### src/rtl/res_ram_arbiter.sv
// rtl/res_ram_arbiter.sv - two-port arbiter for the single-port result RAM
// Sticky grant with burst limit, round-robin fallback, 1-cycle read return.
module res_ram_arbiter #(
  parameter int ADDR_W    = 14,
  parameter int DATA_W    = 8,
  parameter int MAX_BURST = 16
) (
  input  logic              clk,
  input  logic              reset,
  input  logic              a_req,
  input  logic              a_we,
  input  logic [ADDR_W-1:0] a_addr,
  input  logic [DATA_W-1:0] a_wdata,
  output logic              a_gnt,
  output logic              a_rvalid,
  output logic [DATA_W-1:0] a_rdata,
  input  logic              b_req,
  input  logic              b_we,
  input  logic [ADDR_W-1:0] b_addr,
  input  logic [DATA_W-1:0] b_wdata,
  output logic              b_gnt,
  output logic              b_rvalid,
  output logic [DATA_W-1:0] b_rdata,
  output logic              res_rd,
  output logic              res_wr,
  output logic [ADDR_W-1:0] res_addr,
  output logic [DATA_W-1:0] res_do,
  input  logic [DATA_W-1:0] res_di
);

  localparam int CNT_W = $clog2(MAX_BURST + 1);
  localparam logic [CNT_W-1:0] MAX_CNT = CNT_W'(MAX_BURST);
  localparam logic [CNT_W-1:0] CNT_ONE = CNT_W'(1);

  typedef enum logic [1:0] {IDLE, OWN_A, OWN_B} state_t;

  state_t           state_q, state_d;
  logic             rr_b_q, rr_b_d;
  logic [CNT_W-1:0] burst_cnt_q, burst_cnt_d;
  logic             a_rvalid_q, b_rvalid_q;
  logic             win_a, win_b, under_limit;

  // Grants are gated by reset so they fall the instant reset is asserted.
  always_comb begin
    win_a       = 1'b0;
    win_b       = 1'b0;
    under_limit = (burst_cnt_q < MAX_CNT);
    case (state_q)
      IDLE: begin
        if (a_req && (!b_req || !rr_b_q)) win_a = 1'b1;
        else if (b_req)                   win_b = 1'b1;
      end
      OWN_A: begin
        if (a_req && (!b_req || under_limit)) win_a = 1'b1;
        else if (b_req)                       win_b = 1'b1;
      end
      OWN_B: begin
        if (b_req && (!a_req || under_limit)) win_b = 1'b1;
        else if (a_req)                       win_a = 1'b1;
      end
      default: ;
    endcase
    if (reset) begin
      win_a = 1'b0;
      win_b = 1'b0;
    end
  end

  always_comb begin
    state_d     = IDLE;
    rr_b_d      = rr_b_q;
    burst_cnt_d = burst_cnt_q;
    if (win_a) begin
      state_d     = OWN_A;
      rr_b_d      = 1'b1;
      burst_cnt_d = (state_q != OWN_A) ? CNT_ONE :
                    (under_limit ? burst_cnt_q + CNT_ONE : burst_cnt_q);
    end else if (win_b) begin
      state_d     = OWN_B;
      rr_b_d      = 1'b0;
      burst_cnt_d = (state_q != OWN_B) ? CNT_ONE :
                    (under_limit ? burst_cnt_q + CNT_ONE : burst_cnt_q);
    end
  end

  always_ff @(posedge clk or posedge reset) begin
    if (reset) begin
      state_q     <= IDLE;
      rr_b_q      <= 1'b0;
      burst_cnt_q <= '0;
      a_rvalid_q  <= 1'b0;
      b_rvalid_q  <= 1'b0;
    end else begin
      state_q     <= state_d;
      rr_b_q      <= rr_b_d;
      burst_cnt_q <= burst_cnt_d;
      a_rvalid_q  <= win_a & ~a_we;
      b_rvalid_q  <= win_b & ~b_we;
    end
  end

  assign a_gnt    = win_a;
  assign b_gnt    = win_b;
  assign res_addr = win_a ? a_addr  : (win_b ? b_addr  : '0);
  assign res_do   = win_a ? a_wdata : (win_b ? b_wdata : '0);
  assign res_wr   = (win_a & a_we)  | (win_b & b_we);
  assign res_rd   = (win_a & ~a_we) | (win_b & ~b_we);

  assign a_rvalid = a_rvalid_q;
  assign b_rvalid = b_rvalid_q;
  assign a_rdata  = a_rvalid_q ? res_di : '0;
  assign b_rdata  = b_rvalid_q ? res_di : '0;

endmodule

### config.mk
export PLATFORM = sky130hd
export DESIGN_NAME = res_ram_arbiter
export DESIGN_NICKNAME = d
export VERILOG_FILES = /design/src/rtl/res_ram_arbiter.sv
export SDC_FILE = /design/constraint.sdc
export NUM_CORES = 1
export LEC_CHECK = 0
export CORE_MARGIN = 4
export CORE_UTILIZATION = 24
export DETAILED_ROUTE_END_ITERATION = 7
export PLACE_DENSITY = 0.87
export SYNTH_ARGS = -nofsm -noshare
export SYNTH_HDL_FRONTEND = slang
export SYNTH_SLANG_ARGS = --single-unit
### constraint.sdc
create_clock -name clk -period 1.7 [get_ports clk]
set_input_delay 0.34 -clock clk [delete_from_list [all_inputs] [get_ports clk]]
set_output_delay 0.34 -clock clk [all_outputs]
set_load 0.005 [all_outputs]
# Yosys cells after proc, flatten, opt, wreduce, memory -nomap -nowiden
# Cells that the tools add are included.
[word_totals]
regBits = 10
inputBits = 58
elab_cells = 57
[op_classes]
addsub = 1
order_cmp = 1
eq_ne = 4
mux = 27
bitwise_logic = 8
n_reduce_logical = 11
[ops]
columns = ["operator", "count"]
rows = [
  ["$mux 8", 4],
  ["$mux 14", 2],
  ["$mux 5", 5],
  ["$mux 1", 12],
  ["$pmux 1 s3", 2],
  ["$add 5x1->5 const B", 1],
  ["$lt 5x5->1 const B", 1],
  ["$and 1x1->1", 4],
  ["$mux 2", 2],
  ["$logic_and 1x1->1", 3],
  ["$logic_not 1->1", 3],
  ["$logic_or 1x1->1", 3],
  ["$eq 2x1->1 const B", 1],
  ["$eq 2x2->1 const B", 1],
  ["$logic_not 2->1", 1],
  ["$ne 2x1->1 const B", 1],
  ["$ne 2x2->1 const B", 1],
  ["$not 1->1", 2],
  ["$or 1x1->1", 2],
  ["$reduce_bool 2->1", 1],
]

# Longest topological paths before layout
[logic_depth]
word_depth = 8
ltp_mapped = 6
mapped_depth_nobuf = 5

# Worst setup path after synthesis
# Ideal clock, no wire load.
[synth_path]
path_type = "register -> output"
start = "register burst_cnt_q[4]"
end = "output port res_addr[10]"
arrival_ps = 1314
required_time_ps = 1360
setup_slack_ps = 46
stages_incl_launch_ff = 7
path_cell_list = "dfrtp_1 > buf_6 > nor2_1 > o21ai_1 > a31oi_4 > buf_2 > a22o_1"
[synth_between]
elab_chain_len = 8
word_cells_on_any_way = 15
[synth_rtl]
columns = ["item", "line", "source"]
rows = [
  ["start: declaration", "39", "logic [CNT_W-1:0] burst_cnt_q, burst_cnt_d;"],
  ["start signal: assignment", "96", "burst_cnt_q <= burst_cnt_d;"],
  ["$lt 5x5->1 *", "47", "under_limit = (burst_cnt_q < MAX_CNT);"],
  ["$logic_or 1x1->1 (on tied branches)", "58, 54", ""],
  ["$logic_and 1x1->1 (on tied branches)", "58, 54", ""],
  ["$mux 1 (on tied branches)", "58, 54", ""],
  ["$pmux 1 s3", "48", "case (state_q)"],
  ["$mux 1", "63", "if (reset) begin"],
  ["$mux 14", "104", "assign res_addr = win_a ? a_addr : (win_b ? b_addr : '0);"],
  ["$mux 14 *", "104", ""],
  ["end: declaration", "26", "output logic [ADDR_W-1:0] res_addr,"],
]
# Every way passes the cells marked *; elsewhere a longest branch is shown, timed or not.

# Worst setup path in the final report
[layout_path]
start = "register state_q[0]"
end = "output port res_addr[1]"
[layout_between]
elab_chain_len = 5
word_cells_on_any_way = 9
[layout_rtl]
columns = ["item", "line", "source"]
rows = [
  ["start: declaration", "37", "state_t state_q, state_d;"],
  ["start signal: assignment", "94", "state_q <= state_d;"],
  ["$eq 2x2->1 (tied with other cells)", "48", ""],
  ["$pmux 1 s3", "48", ""],
  ["$mux 1", "63", ""],
  ["$mux 14", "104", ""],
  ["$mux 14 *", "104", ""],
]
# Marks and branches as above.

==> flow_summary.json <==
{
  "totalWireLength_um": 3910,
  "htreeDepth": 1,
  "switching_power_uw": 352,
  "grt_max_degree": 11,
  "synthFlopType": "dfrtp_1",
  "die_w_um": 68.8,
  "arrival_ns": 1.82,
  "antenna_found_initial": 0,
  "regArea_um2": 254,
  "r2r-start": "state_q[0]",
  "timing.rr.end": "burst_cnt_q[4]",
  "synth_seq_cells": 10,
  "drt-initial-drc-count": 18,
  "cts.sinks": 10,
  "cp_data_required_time_ns": 1.36,
  "max_freq_mhz": 462,
  "viasPerCell": 4.52,
  "synth.avg_cell_area_um2": 9.34,
  "first_pass_iters": 4,
  "synth_warnings": 0,
  "clk_latency_ns": 0.24,
  "worst_setup_path_start_kind": "flip-flop",
  "max_slew_margin_pct": 74.6,
  "async_reset_ff_share_pct": 100,
  "gp_congestion": 0.752,
  "synth.most_common_cell": "a22o_1",
  "rsz0062_at_grt": "true",
  "fill_cells": 286,
  "num_rows": 21,
  "syn-num-nets": 154,
  "p_int_uw": 861,
  "hold_class": "in2async",
  "synth.cell_area_um2": 887,
  "ys_types": 30,
  "synthCells": 95,
  "ir_drop_v": 0.000402,
  "grt_pass1_wl_um": 5420,
  "core_area_mm2": 0.00344,
  "criticalPathCategory": "reg2out",
  "ys_seq_area_share_pct": 28.2,
  "cts_tree": "yes",
  "wire_per_inst_um": 14.1,
  "cts_inserted_buffers": 3,
  "post-route-drc-count": 0,
  "status": "complete, but fails checks",
  "min_period_ns": 2.16,
  "synth_commonest_cells": "a22o_1, and2_1, dfrtp_1",
  "switching_share_pct": 29.0,
  "whs_ns": 0.388,
  "grt_pass1_vias": 1282,
  "areaGrowthSynthToFinish_pct": 154,
  "fin_worst_skew_ns": 0.00571,
  "power.share.clock_pct": 24.7,
  "reg2regPathDepth": 8,
  "setup.worst_path.end_class": "output port",
  "cts_root_buffer": "clkbuf_8",
  "post-route-util_pct": 65.5,
  "path_clk_slew_ns": 0.05,
  "yosys.area.top_type_share_pct": 28.2,
  "p_comb_share_pct": 48.2,
  "grt.total_usage_pct": 15.0,
  "die_height_um": 68.8,
  "final_hold_viol_count": 0,
  "overflow": 0,
  "p_per_area_mw_per_mm2": 538,
  "violations": "setup timing",
  "setup_viol": 26,
  "port_buffers": 101,
  "worst_pin_slew_ns": 0.380,
  "dieArea_mm2": 0.00473,
  "drv_cap": 0,
  "postCtsHoldBufs": 0,
  "total_power_mw": 1.21,
  "drive_gt1_share_pct": 36.2,
  "insertedDiodeCount": 0,
  "ant_nets": 0,
  "synth_area_leaders": "dfrtp_1, a22o_1, and2_1",
  "start_util_pct": 25.8,
  "fin_crit_sh_pct": 127,
  "r2r_slack_ns": 0.01,
  "vias": 1257,
  "maxSlewViolCount": 0,
  "yosys.area.top_type": "dfrtp_1",
  "hpwl_um": 2990,
  "ctsLongestPathBuffers": 2,
  "io_pins": 102,
  "power_frac_seq_pct": 27.1,
  "nets": 292,
  "multi_input_area_um2": 642,
  "synth_edf_count": 0,
  "cp_max_fo": 6,
  "leakagePower_nw": 1.12,
  "setup_slack_ns": -0.464
}
==> metrics by stage <==
stage / cells / worst slack [ns] / instance area [um2] / TNS, ns
finish: 278 / -0.464 / 2260 / -10.75
global route: 278 / -0.538 / 2260 / -12.48
CTS: 275 / -0.469 / 2190 / -10.51
detailed placement: 254 / -0.788 / 2040 / -21.55
global placement: 254 / -0.762 / 2040 / -20.62
floorplan: 95 / 0.0460 / 887 / 0
==> worst max-delay path, cell delays in order, from the launching register on <==
cell     delay (ns)
dfrtp_2        0.48
mux2i_2        0.22
o31ai_4        0.12
a21oi_4        0.27
buf_6          0.16
buf_6          0.10
a22o_1         0.13
buf_2          0.11
==> worst max path at each step <==
stage                         from            to  cells past startpoint
floorplan           burst_cnt_q[4]  res_addr[10]                      6
global route            state_q[0]   res_addr[1]                      7
global placement             reset        res_wr                      7
detailed placement           reset  res_addr[12]                      7
finish                  state_q[0]   res_addr[1]                      7
CTS                     state_q[1]   res_addr[5]                      7
==> placed cells by master (no fill, tap or decap), types with 2 or more instances in the layout <==
cell type and n:
nand2b_1 2, dlygate4sd2_1 17, buf_6 21, xor2_1 2
dfrtp_2 3, clkbuf_8 4, buf_4 17, and2_1 16
buf_2 24, a21oi_4 2, nand2_2 2, a22o_1 23
nor2_1 5, inv_1 3, a21oi_1 2, clkdlybuf4s50_1 57
nor2b_4 3, dfrtp_1 7
==> flip-flops by register name (all words and copies together), names as in the netlist <==
register,count
burst_cnt_q,5
b_rvalid,1
state_q,2
a_rvalid,1
rr_b_q,1
==> cell families (layout without fill, tap and decap cells) <==
kind of cell	after synthesis	count (layout)	synth area share [%]
fa+ha+maj	1	1	1.41
compound gates	35	35	34.6
simple gates	36	36	24.1
buf+inv	8	145	6.49
mux	2	2	2.26
xor+xnor	3	3	2.96
flops	10	10	28.2
==> routing by layer <==
| metal | global-route usage (%) | vias up | share of wire (%) |
|---|---|---|---|
| met2 | 30.2 | 61 | 55 |
| met1 | 14.5 | 565 | 35 |
| met5 | 0 | - | 0 |
| met4 | 5.35 | 0 | 1.0 |
| li1 | - | 627 | - |
| met3 | 3.73 | 4 | 9.8 |
==> cell type report <==
type                    count  share of cell area [%]
inverters                   3                   0.499
clock buffers               4                    2.44
flip-flops and latches     10                    11.3
repair buffers            138                    54.8
multi-input cells          77                    28.5
well taps                  46                    2.55
==> power groups by stage <==
| stage | clock network (mW) | registers [mW] | logic, mW |
|---|---|---|---|
| 2_1_floorplan | 0 | 0.318 | 0.204 |
| 3_3_place_gp | 0 | 0.326 | 0.521 |
| 3_5_place_dp | 0 | 0.329 | 0.535 |
| 4_1_cts | 0.305 | 0.328 | 0.566 |
| 5_1_grt | 0.321 | 0.334 | 0.632 |
| 6_report | 0.300 | 0.329 | 0.584 |
==> timing repair <==
item	4_1_cts	5_1_grt
resized for setup	151	13
setup buffers	16	6
cloned	2	0
endpoints found under the setup margin	42	30
pin swaps	17	25
(Power assumes the default switching activity.)
